$ cat config.mk
export PLATFORM = sky130hd
export DESIGN_NAME = uart_tx_sched
export DESIGN_NICKNAME = d
export VERILOG_FILES = /design/src/rtl/uart_pkg.sv /design/src/rtl/uart_rr_arb.sv /design/src/rtl/uart_tx_sched.sv
export SDC_FILE = /design/constraint.sdc
export NUM_CORES = 1
export LEC_CHECK = 0
export CAP_MARGIN = 20
export CORE_UTILIZATION = 40
export DETAILED_ROUTE_END_ITERATION = 10
export HOLD_SLACK_MARGIN = 0.03
export MAX_ROUTING_LAYER = met4
export PLACE_DENSITY = 0.69
export SYNTH_ARGS = -nofsm -noshare
export SYNTH_HDL_FRONTEND = slang
export SYNTH_SLANG_ARGS = --single-unit
$ cat constraint.sdc
create_clock -name clk50M -period 6.59 [get_ports clk50M]
set_clock_uncertainty 0.2 [all_clocks]
set_input_delay 1.977 -clock clk50M [delete_from_list [all_inputs] [get_ports clk50M]]
set_output_delay 1.977 -clock clk50M [all_outputs]
set_load 0.02 [all_outputs]
$ cat src/rtl/uart_pkg.sv
// Shared constants and state encodings for the UART frame scheduler
// and the 8N1 transmitter it feeds.
package uart_pkg;

    localparam logic [7:0] SOF_DEFAULT = 8'hA5;
    localparam int         ID_W        = 4;

    localparam int CLK_HZ   = 50_000_000;
    localparam int BAUD     = 115_200;
    localparam int BAUD_DIV = CLK_HZ / BAUD;

    typedef enum logic [2:0] {
        F_IDLE,
        F_ARB,
        F_SOF,
        F_ID,
        F_PAY,
        F_CHK
    } frame_state_e;

    typedef enum logic [1:0] {
        I_READY,
        I_HOLD,
        I_WAIT
    } issue_state_e;

endpackage

$ cat src/rtl/uart_rr_arb.sv
// Combinational round-robin picker: first requester above the
// pointer, with modulo wrap, as one-hot grant plus index.
module uart_rr_arb #(
    parameter int N  = 4,
    parameter int PW = $clog2(N)
) (
    input  logic [N-1:0]  req_i,
    input  logic [PW-1:0] ptr_i,
    output logic [N-1:0]  gnt_o,
    output logic [PW-1:0] idx_o,
    output logic          any_o
);

    always_comb begin
        gnt_o = '0;
        idx_o = '0;
        any_o = 1'b0;
        // Walk downward so the nearest channel after the pointer wins.
        for (int i = N; i >= 1; i--) begin
            if (req_i[(int'(ptr_i) + i) % N]) begin
                idx_o = PW'((int'(ptr_i) + i) % N);
                any_o = 1'b1;
            end
        end
        if (any_o) begin
            gnt_o[idx_o] = 1'b1;
        end
    end

endmodule

$ cat src/rtl/uart_tx_sched.sv
// Round-robin frame scheduler sharing one 8N1 transmitter:
// SOF, channel ID, payload, XOR checksum per granted frame.
module uart_tx_sched
    import uart_pkg::*;
#(
    parameter int         NUM_CH   = 4,
    parameter logic [7:0] SOF_BYTE = SOF_DEFAULT
) (
    input  logic                  clk50M,
    input  logic                  rst,
    input  logic [NUM_CH-1:0]     ch_valid,
    input  logic [8*NUM_CH-1:0]   ch_data,
    input  logic [NUM_CH-1:0]     ch_last,
    output logic [NUM_CH-1:0]     ch_ready,
    output logic                  tx_trig,
    output logic [7:0]            tx_data,
    input  logic                  tx_idle,
    output logic                  busy,
    output logic [ID_W-1:0]       grant_id
);

    localparam int PW = $clog2(NUM_CH);

    frame_state_e        fst_q, fst_d;
    issue_state_e        ist_q, ist_d;
    logic [PW-1:0]       ptr_q, ptr_d;
    logic [ID_W-1:0]     gid_q, gid_d;
    logic [NUM_CH-1:0]   gsel_q, gsel_d;
    logic [7:0]          csum_q, csum_d;
    logic [7:0]          dat_q, dat_d;
    logic                pend_q, pend_d;
    logic                done_q, done_d;
    logic                busy_q, busy_d;

    logic [NUM_CH-1:0]   arb_gnt;
    logic [PW-1:0]       arb_idx;
    logic                arb_any;

    logic [7:0]          cur_byte;
    logic                cur_last;
    logic                cur_valid;
    logic                want;
    logic [7:0]          ibyte;
    logic                trig;
    logic                rdy;
    logic                hs;
    logic [7:0]          id_byte;

    uart_rr_arb #(
        .N  (NUM_CH),
        .PW (PW)
    ) u_arb (
        .req_i (ch_valid),
        .ptr_i (ptr_q),
        .gnt_o (arb_gnt),
        .idx_o (arb_idx),
        .any_o (arb_any)
    );

    assign id_byte = {{(8 - ID_W){1'b0}}, gid_q};

    always_comb begin
        cur_byte  = '0;
        cur_last  = 1'b0;
        cur_valid = 1'b0;
        for (int k = 0; k < NUM_CH; k++) begin
            if (gsel_q[k]) begin
                cur_byte  = cur_byte | ch_data[8*k +: 8];
                cur_last  = cur_last | ch_last[k];
                cur_valid = cur_valid | ch_valid[k];
            end
        end
    end

    // Byte offered to the transmitter in the current frame state.
    always_comb begin
        want  = 1'b0;
        ibyte = dat_q;
        unique case (fst_q)
            F_SOF: begin
                want  = 1'b1;
                ibyte = SOF_BYTE;
            end
            F_ID: begin
                want  = 1'b1;
                ibyte = id_byte;
            end
            F_PAY: begin
                want  = pend_q;
                ibyte = dat_q;
            end
            F_CHK: begin
                want  = pend_q | ~done_q;
                ibyte = pend_q ? dat_q : csum_q;
            end
            default: begin
                want  = 1'b0;
                ibyte = dat_q;
            end
        endcase
    end

    assign trig = want & (ist_q == I_READY) & tx_idle;
    assign rdy  = (fst_q == F_PAY) & (ist_q == I_READY) & tx_idle & ~pend_q;
    assign hs   = rdy & cur_valid;

    assign ch_ready = rdy ? gsel_q : '0;
    assign tx_trig  = trig;
    assign tx_data  = trig ? ibyte : dat_q;
    assign busy     = busy_q;
    assign grant_id = gid_q;

    // HOLD masks tx_idle for the cycle before the transmitter reacts.
    always_comb begin
        ist_d = ist_q;
        unique case (ist_q)
            I_READY: if (trig) ist_d = I_HOLD;
            I_HOLD:  ist_d = I_WAIT;
            I_WAIT:  if (tx_idle) ist_d = I_READY;
            default: ist_d = I_READY;
        endcase
    end

    always_comb begin
        fst_d  = fst_q;
        ptr_d  = ptr_q;
        gid_d  = gid_q;
        gsel_d = gsel_q;
        csum_d = csum_q;
        pend_d = pend_q;
        done_d = done_q;
        busy_d = busy_q;
        dat_d  = dat_q;
        if (trig) dat_d = ibyte;
        if (hs)   dat_d = cur_byte;
        unique case (fst_q)
            F_IDLE: begin
                busy_d = 1'b0;
                if (|ch_valid) fst_d = F_ARB;
            end
            F_ARB: begin
                if (arb_any) begin
                    gid_d  = ID_W'(arb_idx);
                    gsel_d = arb_gnt;
                    ptr_d  = arb_idx;
                    busy_d = 1'b1;
                    csum_d = '0;
                    pend_d = 1'b0;
                    done_d = 1'b0;
                    fst_d  = F_SOF;
                end else begin
                    fst_d  = F_IDLE;
                end
            end
            F_SOF: begin
                if (trig) fst_d = F_ID;
            end
            F_ID: begin
                if (trig) begin
                    csum_d = csum_q ^ id_byte;
                    fst_d  = F_PAY;
                end
            end
            F_PAY: begin
                if (trig) pend_d = 1'b0;
                if (hs) begin
                    pend_d = 1'b1;
                    csum_d = csum_q ^ cur_byte;
                    if (cur_last) fst_d = F_CHK;
                end
            end
            F_CHK: begin
                // Last payload byte may still be pending ahead of the checksum.
                if (trig) begin
                    if (pend_q) pend_d = 1'b0;
                    else        done_d = 1'b1;
                end
                if (done_q && ist_q == I_WAIT && tx_idle) begin
                    busy_d = 1'b0;
                    fst_d  = F_IDLE;
                end
            end
            default: fst_d = F_IDLE;
        endcase
    end

    always_ff @(posedge clk50M) begin
        if (rst) begin
            fst_q  <= F_IDLE;
            ist_q  <= I_READY;
            ptr_q  <= PW'(NUM_CH - 1);
            gid_q  <= '0;
            gsel_q <= '0;
            csum_q <= '0;
            dat_q  <= '0;
            pend_q <= 1'b0;
            done_q <= 1'b0;
            busy_q <= 1'b0;
        end else begin
            fst_q  <= fst_d;
            ist_q  <= ist_d;
            ptr_q  <= ptr_d;
            gid_q  <= gid_d;
            gsel_q <= gsel_d;
            csum_q <= csum_d;
            dat_q  <= dat_d;
            pend_q <= pend_d;
            done_q <= done_d;
            busy_q <= busy_d;
        end
    end

endmodule

=== Word level (Yosys, flattened, before mapping) ===
Index checks and enable logic that the tools add are counted.

* Register bits after elaboration: 32
* Bits in latches: 0
* Memory bits (writable): 0
* ROM bits: 0
* Logic and storage cells: 149
* Memories kept: 0

* $add $sub $neg: 4
* Multipliers: 0
* Div/mod/pow operators: 0
* Order comparisons: 6
* Equality and inequality tests: 18
* Shifts and indexed selects: 0
* Muxes and demuxes: 65
* Bitwise gates (word level): 24
* Reduce and logical (&&, ||, !) cells: 22

{| class="wikitable"
|+ Operators by type and width
! cell !! count
|-
| 2-to-1 mux 8 bit || 10
|-
| case mux 8 bit (3 select lines) || 2
|-
| 2-to-1 mux 1 bit || 28
|-
| bitwise OR 8 bit || 3
|-
| != test 2 bit (second input constant) || 11
|-
| 2-to-1 mux 3 bit || 6
|-
| case mux 3 bit (6 select lines) || 1
|-
| less-than comparator 3 x 4 -> 1 bit (second input constant) || 4
|-
| 2-to-1 mux 2 bit || 7
|-
| OR reduction 2 bit || 5
|-
| case mux 1 bit (3 select lines) || 3
|-
| nonzero test 3 bit || 3
|-
| binary-select mux 1 bit (select 2 bit) || 4
|-
| AND reduction 4 bit || 2
|-
| XOR 8 x 2 -> 8 bit || 1
|-
| XOR 8 bit || 1
|-
| bitwise OR 1 bit || 7
|-
| bitwise AND 1 bit || 6
|-
| == test 3 x 2 -> 1 bit (second input constant) || 2
|-
| == test 3 bit (second input constant) || 2
|-
| case mux 2 bit (3 select lines) || 1
|-
| AND reduction 2 bit || 3
|-
| AND reduction 6 bit || 1
|-
| adder 2 x 1 -> 2 bit (second input constant) || 2
|-
| 17 further kinds || 24
|}

=== Depth between registers and ports, before layout ===
Gate-level depths: netlist (run 1).

* Depth in word-level cells: 14
* Gate-level depth with buffers: 8
* Gate-level depth less buffers: 7

=== Cells and area by module ===
A second synthesis (run 1) with hierarchy kept.

* Cells, all modules: 272
* Area, all modules: 2128.3 sq um

{| class="wikitable"
|+ Modules (own cells, without submodules)
! module !! instances !! cells an instance !! area an instance (sq um) !! seq. area each (sq um)
|-
| uart_tx_sched || 1 || 240 || 1909.3 || 640.6
|-
| uart_rr_arb || 1 || 32 || 219.0 || 0.0
|}

=== Least setup slack after synthesis (run 1) ===
Ideal clock, no wire load.

* Kind: input to output
* Start: input port tx_idle
* End: output port tx_data[2]
* Arrival time: 2.965 ns
* Required time: 4.413 ns
* Slack: 1.448 ns
* Cell stages on the path: 3
* Buffers on the path: 0
* Cell sequence: and4bb_2 o21ai_1 o21ai_0

* Cells in the longest elaborated chain, start to end: 2

{| class="wikitable"
|+ Ends and longest elaborated chain
! item !! line !! source
|-
| start, declared || uart_tx_sched.sv:17 || <nowiki>input logic tx_idle,</nowiki>
|-
| bitwise AND 1 bit || uart_tx_sched.sv:103 || <nowiki>assign trig = want & (ist_q == I_READY) & tx_idle;</nowiki>
|-
| 2-to-1 mux 8 bit || n/a ||
|-
| end, declared || uart_tx_sched.sv:16 || <nowiki>output logic [7:0] tx_data,</nowiki>
|}

Every way passes these cells.

=== Worst setup path after layout (run 1) ===
* Start: input port tx_idle
* End: output port tx_data[0]

Same word-level chain as after synthesis.

==> impl_metrics.tcl, run 1 <==
set metrics [dict create \
    r2r_slack_ns 3.92 \
    p_leak_nw 0.999 \
    start_util 0.416 \
    worst_ir_drop_vdd_uv 102 \
    power_density_nw_per_um2 193 \
    cts_sinks 32 \
    cts_tree "done" \
    finalSetupViolations 0 \
    design.core.area_um2 5110 \
    row_count 26 \
    min_path_cells 2 \
    clockBufferDepth 2 \
    area_growth_pct 33.5 \
    reg2reg_from "fst_q[2]" \
    vias_per_cell 5.71 \
    wl_mm 5.86 \
    synthSimpleGateAreaFrac 0.207 \
    ctsHoldBuffers 0 \
    finalNetCount 348 \
    clk_pin_slew_worst_paths_ns 0.08 \
    dp_hpwl_mm 4.41 \
    syn_area_per_cell_um2 8.43 \
    cap_violations 0 \
    whs_endpoint "dat_q[5]" \
    cts_root_buf "clkbuf_8" \
    fin_crit_sh 0.955 \
    fin_crit_ns 6.30 \
    outcome "completed" \
    drt_first_pass_iters 4 \
    grt_pass1_vias 1899 \
    worstHoldStart "dat_q[5]" \
    synth_cell_types 60 \
    gp_congestion 0.824 \
    cts_resized 0 \
    synth_area_um2 2120 \
    cts_made_buffers 5 \
    power_uw 547 \
    synthArstFlopShare 0 \
    rsz0062_at_grt "false" \
    antenna_found_initial 0 \
    report.final.hold_viol_count 0 \
    wire_per_inst_um 15.7 \
    fmax_mhz 159 \
    die_w_um 74.9 \
    design_area_um2 2840 \
    reg2reg_to "dat_q[0]" \
    worstPathMaxFanout 5 \
    crit_type "input port to output port" \
    grt_max_degree 27 \
    synth_top_family_by_area "compound AO/OA/AOI/OAI gates" \
    yosysSeqAreaShare 0.302 \
    die_area_um2 5610 \
    reg2reg_depth 6 \
    syn_inst 252 \
    portBuffers 58 \
    final_util 0.555 \
    antenna_left 0 \
    synth_compound_area_frac 0.386 \
    synthXorXnorAreaFrac 0.0247 \
    post-synth-top-count-cell "dfxtp_1" \
    vias 2131 \
    hold_path.class "flop to flop" \
    synth_adder_area_share 0.0177 \
    cts-htree-levels 2 \
    grt_usage 0.227 \
    antenna_cells 0 \
    final-seq-area_um2 641 \
    fillers 479 \
    critPathRequiredTime_ns 4.41 \
    relSlewSlack 0.344 \
    synth_top_cell_area_share 0.302 \
    synth_mux_area_frac 0.00471 \
    synthTopCellsByCount "dfxtp_1, nor2_1, a21oi_1, nand2_1, a22oi_1" \
    maxSlewViolCount 0 \
    dpl_cell_area_um2 2730 \
    worst_pin_slew_ns 0.981 \
    grt_overflow 0 \
    synth_flop_cell "dfxtp_1" \
    synth_edf_count 0 \
    grt_pass1_wl_mm 9.25 \
    layout-drive-gt1-share 0.122 \
    pin_count 61 \
    multi_input_area_um2 1370 \
    cts_setup_buffers 0 \
    netlist_top_cells_area "dfxtp_1, nor2_1, a21oi_1" \
    drc 0 \
    start_kind "input port" \
    end_kind "output port" \
    yosysWarnings 0 \
    fin_setup_tns_ns 0 \
    cp.arrival_ns 4.12 \
    drt_iter0_drc 119 \
    synth_top_area_cell "dfxtp_1" \
    synth-seq-cells 32 \
    clock_latency_ns 0.29 \
    die_h_um 74.9 \
]
==> area by class of cell <==
| class | instances | share of cell area |
|---|---|---|
| timing repair buffer | 59 | 0.207 |
| multi-input combinational | 193 | 0.482 |
| tap | 70 | 0.0309 |
| inverter | 11 | 0.0146 |
| clock inverter | 3 | 0.0150 |
| sequential | 32 | 0.226 |
| clock buffer | 5 | 0.0243 |
==> cells by family after synthesis <==
family / after synthesis
buffers and inverters: 28
XOR/XNOR: 6
other: 1
adder cells (fa/ha/maj): 3
flip-flops: 32
AO/OA/AOI/OAI: 103
multiplexers: 1
AND/OR/NAND/NOR: 78
==> state kept, by name (all words and copies together) (netlist names) <==
name	flops
csum_q	8
dat_q	8
gsel_q	4
fst_q	3
grant_id	2
ist_q	2
ptr_q	2
busy	1
done_q	1
pend_q	1
==> report_power, final <==
group	switching, mW	leakage (nW)	total, mW	internal, mW
Combinational	0.0731	0.686	0.136	0.0630
Clock	0.0815	0.0541	0.193	0.112
Sequential	0.0158	0.259	0.218	0.202
Total	0.170	0.999	0.547	0.377
==> critical path, cell delays in order <==
cell and delay, ns:
clkdlybuf4s50_1 0.52, or4bb_2 0.57, a221oi_1 0.24, a21oi_1 0.11
inv_1 0.10, clkdlybuf4s50_1 0.60
==> stage by stage <==
stage / worst slack (ns) / instances / hold slack (ns)
finish: 0.293 / 373 / 0.256
global route: 0.163 / 373 / 0.283
CTS: 0.289 / 373 / 0.262
detailed placement: 0.309 / 365 / 0.251
global placement: 0.317 / 365 / 0.248
floorplan: 1.45 / 253 / 0.232
==> cells in the final DEF, fill, tap and decap left out, types with 6 or more instances in the layout <==
cell             instances
a22o_1                  10
dfxtp_1                 32
a221oi_1                 7
clkdlybuf4s50_1         58
a31oi_1                  7
xnor2_1                  6
nor2_1                  28
a21oi_1                 18
inv_1                   10
a2111oi_2                6
nand2_1                 15
o21ai_0                  7
a22oi_1                 11
==> worst max-delay path by stage <==
| stage | from | slack [ns] | endpoint |
|---|---|---|---|
| 2_1_floorplan | tx_idle | 1.45 | tx_data[2] |
| 3_3_place_gp | tx_idle | 0.32 | tx_data[0] |
| 3_5_place_dp | tx_idle | 0.31 | tx_data[0] |
| 4_1_cts | tx_idle | 0.29 | tx_data[0] |
| 5_1_grt | tx_idle | 0.16 | tx_data[0] |
| 6_report | tx_idle | 0.29 | tx_data[0] |
==> per-layer routing <==
metal,GRT usage,routed length (µm),up-vias
met4,0.0671,63,0
li1,-,-,1052
met1,0.304,2830,999
met5,-,0,-
met2,0.343,2650,73
met3,0.0455,318,7
Note: power is estimated with default switching activity, not from simulation.
==> run 2, diff against run 1 <==
- clock period: 6.59 -> 6.7 ns (I/O delays scaled with it)
==> run 2 against run 1 <==
Net effect: combinational power fell by 7%; clock power fell by 4%; sequential share of layout area rose by 0.090 points; die area did not move; sequential cell count did not move; critical path type unchanged; first-iteration DRC count fell by 31%; worst hold slack improved by 0.0047 ns; via count fell by 0.52%; highest routed layer unchanged; sequential power barely moved; setup slack improved by 0.058 ns; final area fell by 0.40%.
==> impl_metrics.tcl, run 2 (synthesized netlist as in run 1, its figures left out) <==
set metrics [dict create \
    outcome "completed" \
    dp_hpwl_mm 4.37 \
    rsz0062_at_grt "false" \
    drt_iter0_drc 82 \
    reg2reg_depth 6 \
    die_w_um 74.9 \
    drc 0 \
    cts_resized 0 \
    p_leak_nw 0.995 \
    fin_ws_ns 0.351 \
    clock_latency_ns 0.29 \
    min_path_cells 2 \
    start_kind "input port" \
    start_util 0.416 \
    cts_sinks 32 \
    fin_setup_tns_ns 0 \
    maxSlewViolCount 0 \
    design.core.area_um2 5110 \
    pwr-share-seq 0.413 \
    worst_pin_slew_ns 0.997 \
    dp_slack_ns 0.357 \
    swShare 0.304 \
    grt_overflow 0 \
    vias 2120 \
    dpl.cell_count 364 \
    pin_count 61 \
    fillers 501 \
    reg2reg_from "fst_q[1]" \
    cap_violations 0 \
    p_sw_uw 162 \
    antenna_found_initial 0 \
    relSlewSlack 0.333 \
    whs_endpoint "busy" \
    grt_pass1_vias 1921 \
    intPower_uw 370 \
    worst_ir_drop_vdd_uv 111 \
    cts_tree "done" \
    die_area_um2 5610 \
    row_count 26 \
    final_cell_mix "clkdlybuf4s50_1, dfxtp_1, nor2_1, a21oi_1, nand2_1" \
    crit_type "input port to output port" \
    cts_root_buf "clkbuf_8" \
    power_density_nw_per_um2 188 \
    r2r_slack_ns 3.67 \
    portBuffers 58 \
    worstPathMaxFanout 5 \
    critPathRequiredTime_ns 4.49 \
    report.final.hold_viol_count 0 \
    clockBufferDepth 2 \
    gp_congestion 0.825 \
    vias_per_cell 5.70 \
    end_kind "output port" \
    hold_path.class "flop to flop" \
    die_h_um 74.9 \
    final_cells 372 \
    combPwrFrac 0.239 \
    cts_setup_buffers 0 \
    reg2reg_to "dat_q[0]" \
    antenna_left 0 \
    fin_crit_ns 6.35 \
    finalNetCount 347 \
    cp.arrival_ns 4.14 \
    cts_made_buffers 5 \
    ctsHoldBuffers 0 \
    top_regs "csum_q x8, dat_q x8, gsel_q x4" \
    grt_pass1_wl_mm 9.24 \
    grt_usage 0.229 \
    clk_pin_slew_worst_paths_ns 0.06 \
    area_growth_pct 33.0 \
    fin_crit_sh 0.948 \
    power_frac_clock 0.348 \
    finalSetupViolations 0 \
    layout-drive-gt1-share 0.116 \
    design_area_um2 2830 \
    antenna_cells 0 \
    wl_mm 5.79 \
    wire_per_inst_um 15.6 \
    dpl_cell_area_um2 2720 \
    drt_first_pass_iters 4 \
    layout_commonest_cell "clkdlybuf4s50_1" \
    final_util 0.553 \
    cts-htree-levels 2 \
    grt_max_degree 27 \
    fmax_mhz 158 \
    worstHoldStart "busy" \
]
-- run 2: worst max-delay path, stage by stage --
cell,delay [ns]
clkdlybuf4s50_1,0.53
or4bb_2,0.57
a221oi_1,0.25
a21oi_1,0.10
inv_1,0.09
clkdlybuf4s50_1,0.60
-- run 2: power groups by stage --
stage | logic [mW] | registers [mW] | clock network [mW]
detailed placement | 0.126 | 0.224 | 0
CTS | 0.127 | 0.220 | 0.187
global route | 0.139 | 0.222 | 0.197
floorplan | 0.0891 | 0.212 | 0
finish | 0.127 | 0.220 | 0.185
global placement | 0.124 | 0.224 | 0
-- run 2: metrics by stage --
| step | total power, mW | hold slack [ns] |
|---|---|---|
| 2_1_floorplan | 0.301 | 0.232 |
| 3_3_place_gp | 0.348 | 0.248 |
| 3_5_place_dp | 0.350 | 0.254 |
| 4_1_cts | 0.533 | 0.264 |
| 5_1_grt | 0.558 | 0.281 |
| 6_report | 0.532 | 0.261 |
-- run 2: area by class of cell --
type	count	area, µm²	share of cell area
sequential	32	641	0.227
multi-input combinational	193	1370	0.484
tap	70	87.6	0.0310
inverter	11	41.3	0.0146
clock buffer	6	72.6	0.0257
timing repair buffer	58	581	0.205
clock inverter	2	35.0	0.0124
-- run 2: routing by layer --
layer	wire length, µm	vias to the layer above	global-route usage	part of all wire
met4	113	0	0.0818	0.020
met3	310	13	0.0509	0.054
li1	-	1048	-	-
met1	2820	988	0.316	0.49
met5	0	-	-	0
met2	2540	71	0.327	0.44
-- run 2: how the worst max path moves through the flow --
stage	endpoint	start	slack, ns	cells past startpoint
floorplan	tx_data[2]	tx_idle	1.49	3
global placement	tx_data[0]	tx_idle	0.36	6
detailed placement	tx_data[0]	tx_idle	0.36	6
global route	tx_data[0]	tx_idle	0.22	6
finish	tx_data[0]	tx_idle	0.35	6
CTS	tx_data[0]	tx_idle	0.34	6
==> run 3, diff against run 2 <==
- CTS_BUF_LIST: default -> sky130_fd_sc_hd__clkbuf_4 sky130_fd_sc_hd__clkbuf_8
==> run 3 against run 2 <==
Net effect: sequential share of layout area hardly changed; global-route usage stayed put; worst hold slack about the same; final area up 0.13%; largest power group unchanged; highest routed layer unchanged; register-to-register slack is essentially flat; clock power up 3%; combinational power barely moved; clock-buffer cell count unchanged; via count decreased by 0.61%.
==> impl_metrics.tcl, run 3 (synthesized netlist as in run 1, its figures left out) <==
set metrics [dict create \
    ctsHoldBuffers 0 \
    swShare 0.303 \
    antenna_left 0 \
    fin_crit_ns 6.34 \
    clockBufferDepth 2 \
    cts_sinks 32 \
    dpl_cell_area_um2 2720 \
    final_util 0.554 \
    clk_pin_slew_worst_paths_ns 0.06 \
    grt_overflow 0 \
    critPathRequiredTime_ns 4.49 \
    fmax_mhz 158 \
    max_stage_delay_ns 0.60 \
    crit_type "input port to output port" \
    wl_mm 5.77 \
    worst_pin_slew_ns 0.983 \
    intPower_uw 374 \
    pin_count 61 \
    cts_made_buffers 5 \
    pwr-share-seq 0.409 \
    maxSlewViolCount 0 \
    end_kind "output port" \
    die_area_um2 5610 \
    wire_per_inst_um 15.5 \
    cap_violations 0 \
    cp.arrival_ns 4.13 \
    antenna_found_initial 0 \
    start_util 0.416 \
    cts_setup_buffers 0 \
    row_count 26 \
    dp_slack_ns 0.357 \
    worst_path_max_delay_cell "clkdlybuf4s50_1" \
    cpMostUsedCell "clkdlybuf4s50_1" \
    layout-drive-gt1-share 0.119 \
    relSlewSlack 0.343 \
    outcome "completed" \
    top_regs "csum_q x8, dat_q x8, gsel_q x4" \
    design.core.area_um2 5110 \
    drt_first_pass_iters 4 \
    design_area_um2 2830 \
    vias 2107 \
    report.final.hold_viol_count 0 \
    finalSetupViolations 0 \
    fin_ws_ns 0.359 \
    critPathBufInv 3 \
    drt_iter0_drc 96 \
    finalNetCount 347 \
    vias_per_cell 5.66 \
    dp_hpwl_mm 4.37 \
    cts_tree "done" \
    antenna_cells 0 \
    rsz0062_at_grt "false" \
    p_leak_nw 0.998 \
    die_w_um 74.9 \
    whs_ns 0.261 \
    crit_family "buffers and inverters" \
    grt_pass1_vias 1923 \
    grt_usage 0.229 \
    fin_crit_sh 0.946 \
    hold_path.class "flop to flop" \
    cts-htree-levels 2 \
    cts_resized 0 \
    die_h_um 74.9 \
    combPwrFrac 0.237 \
    path_cells "clkdlybuf4s50_1 -> or4bb_2 -> a221oi_1 -> a21oi_1 -> inv_1 -> clkdlybuf4s50_1" \
    layout_commonest_cell "clkdlybuf4s50_1" \
    area_growth_pct 33.2 \
    final_cell_mix "clkdlybuf4s50_1, dfxtp_1, nor2_1, a21oi_1, nand2_1" \
    gp_congestion 0.825 \
    worst_ir_drop_vdd_uv 111 \
    drc 0 \
    start_kind "input port" \
    fin_setup_tns_ns 0 \
    grt_pass1_wl_mm 9.23 \
    worstPathMaxFanout 5 \
    grt_max_degree 27 \
    power_frac_clock 0.354 \
    power_density_nw_per_um2 190 \
    portBuffers 58 \
    clock_latency_ns 0.29 \
    fillers 499 \
    cts_root_buf "clkbuf_8" \
    p_sw_uw 163 \
]
run 3: cell counts in the layout (fill, tap and decap cells not counted):
No cell type changed its count.
run 3: worst reg2reg max path, cell delays in order (launching register included):
cell and delay (ns):
dfxtp_1 0.85, inv_1 0.32, ha_1 0.39, or4bb_2 0.63
a221oi_1 0.24, a21oi_1 0.09, a211oi_1 0.22
run 3: routing by layer:
layer | up-vias | wire [µm] | global-route usage
li1 | 1045 | - | -
met1 | 972 | 2780 | 0.316
met2 | 75 | 2530 | 0.324
met3 | 15 | 331 | 0.0509
met4 | 0 | 126 | 0.0881
met5 | - | 0 | -
run 3: area by class of cell:
class,count,area (µm²),area share
Clock inverter,2,35.0,0.0124
Clock buffer,6,76.3,0.0270
Sequential cell,32,641,0.226
Multi-Input combinational cell,193,1370,0.483
Inverter,11,41.3,0.0146
Timing Repair Buffer,58,581,0.205
Tap cell,70,87.6,0.0310
run 3: final timing paths:
path	from	to	slack (ns)	cells after the start
worst min register to register	busy	busy	0.26	2
worst min-delay path	busy	busy	0.26	2
worst max register to register	fst_q[1]	dat_q[0]	3.66	6
worst max-delay path	tx_idle	tx_data[0]	0.36	6
run 3: metrics by stage:
stage	cells	total power, mW
floorplan	253	0.301
global placement	364	0.348
detailed placement	364	0.350
CTS	372	0.537
global route	372	0.562
finish	372	0.537
run 3: power groups by stage:
| stage | clock network (mW) | logic [mW] | registers [mW] |
|---|---|---|---|
| 3_3_place_gp | 0 | 0.124 | 0.224 |
| 2_1_floorplan | 0 | 0.0891 | 0.212 |
| 5_1_grt | 0.201 | 0.139 | 0.222 |
| 6_report | 0.190 | 0.127 | 0.220 |
| 3_5_place_dp | 0 | 0.126 | 0.224 |
| 4_1_cts | 0.190 | 0.127 | 0.220 |
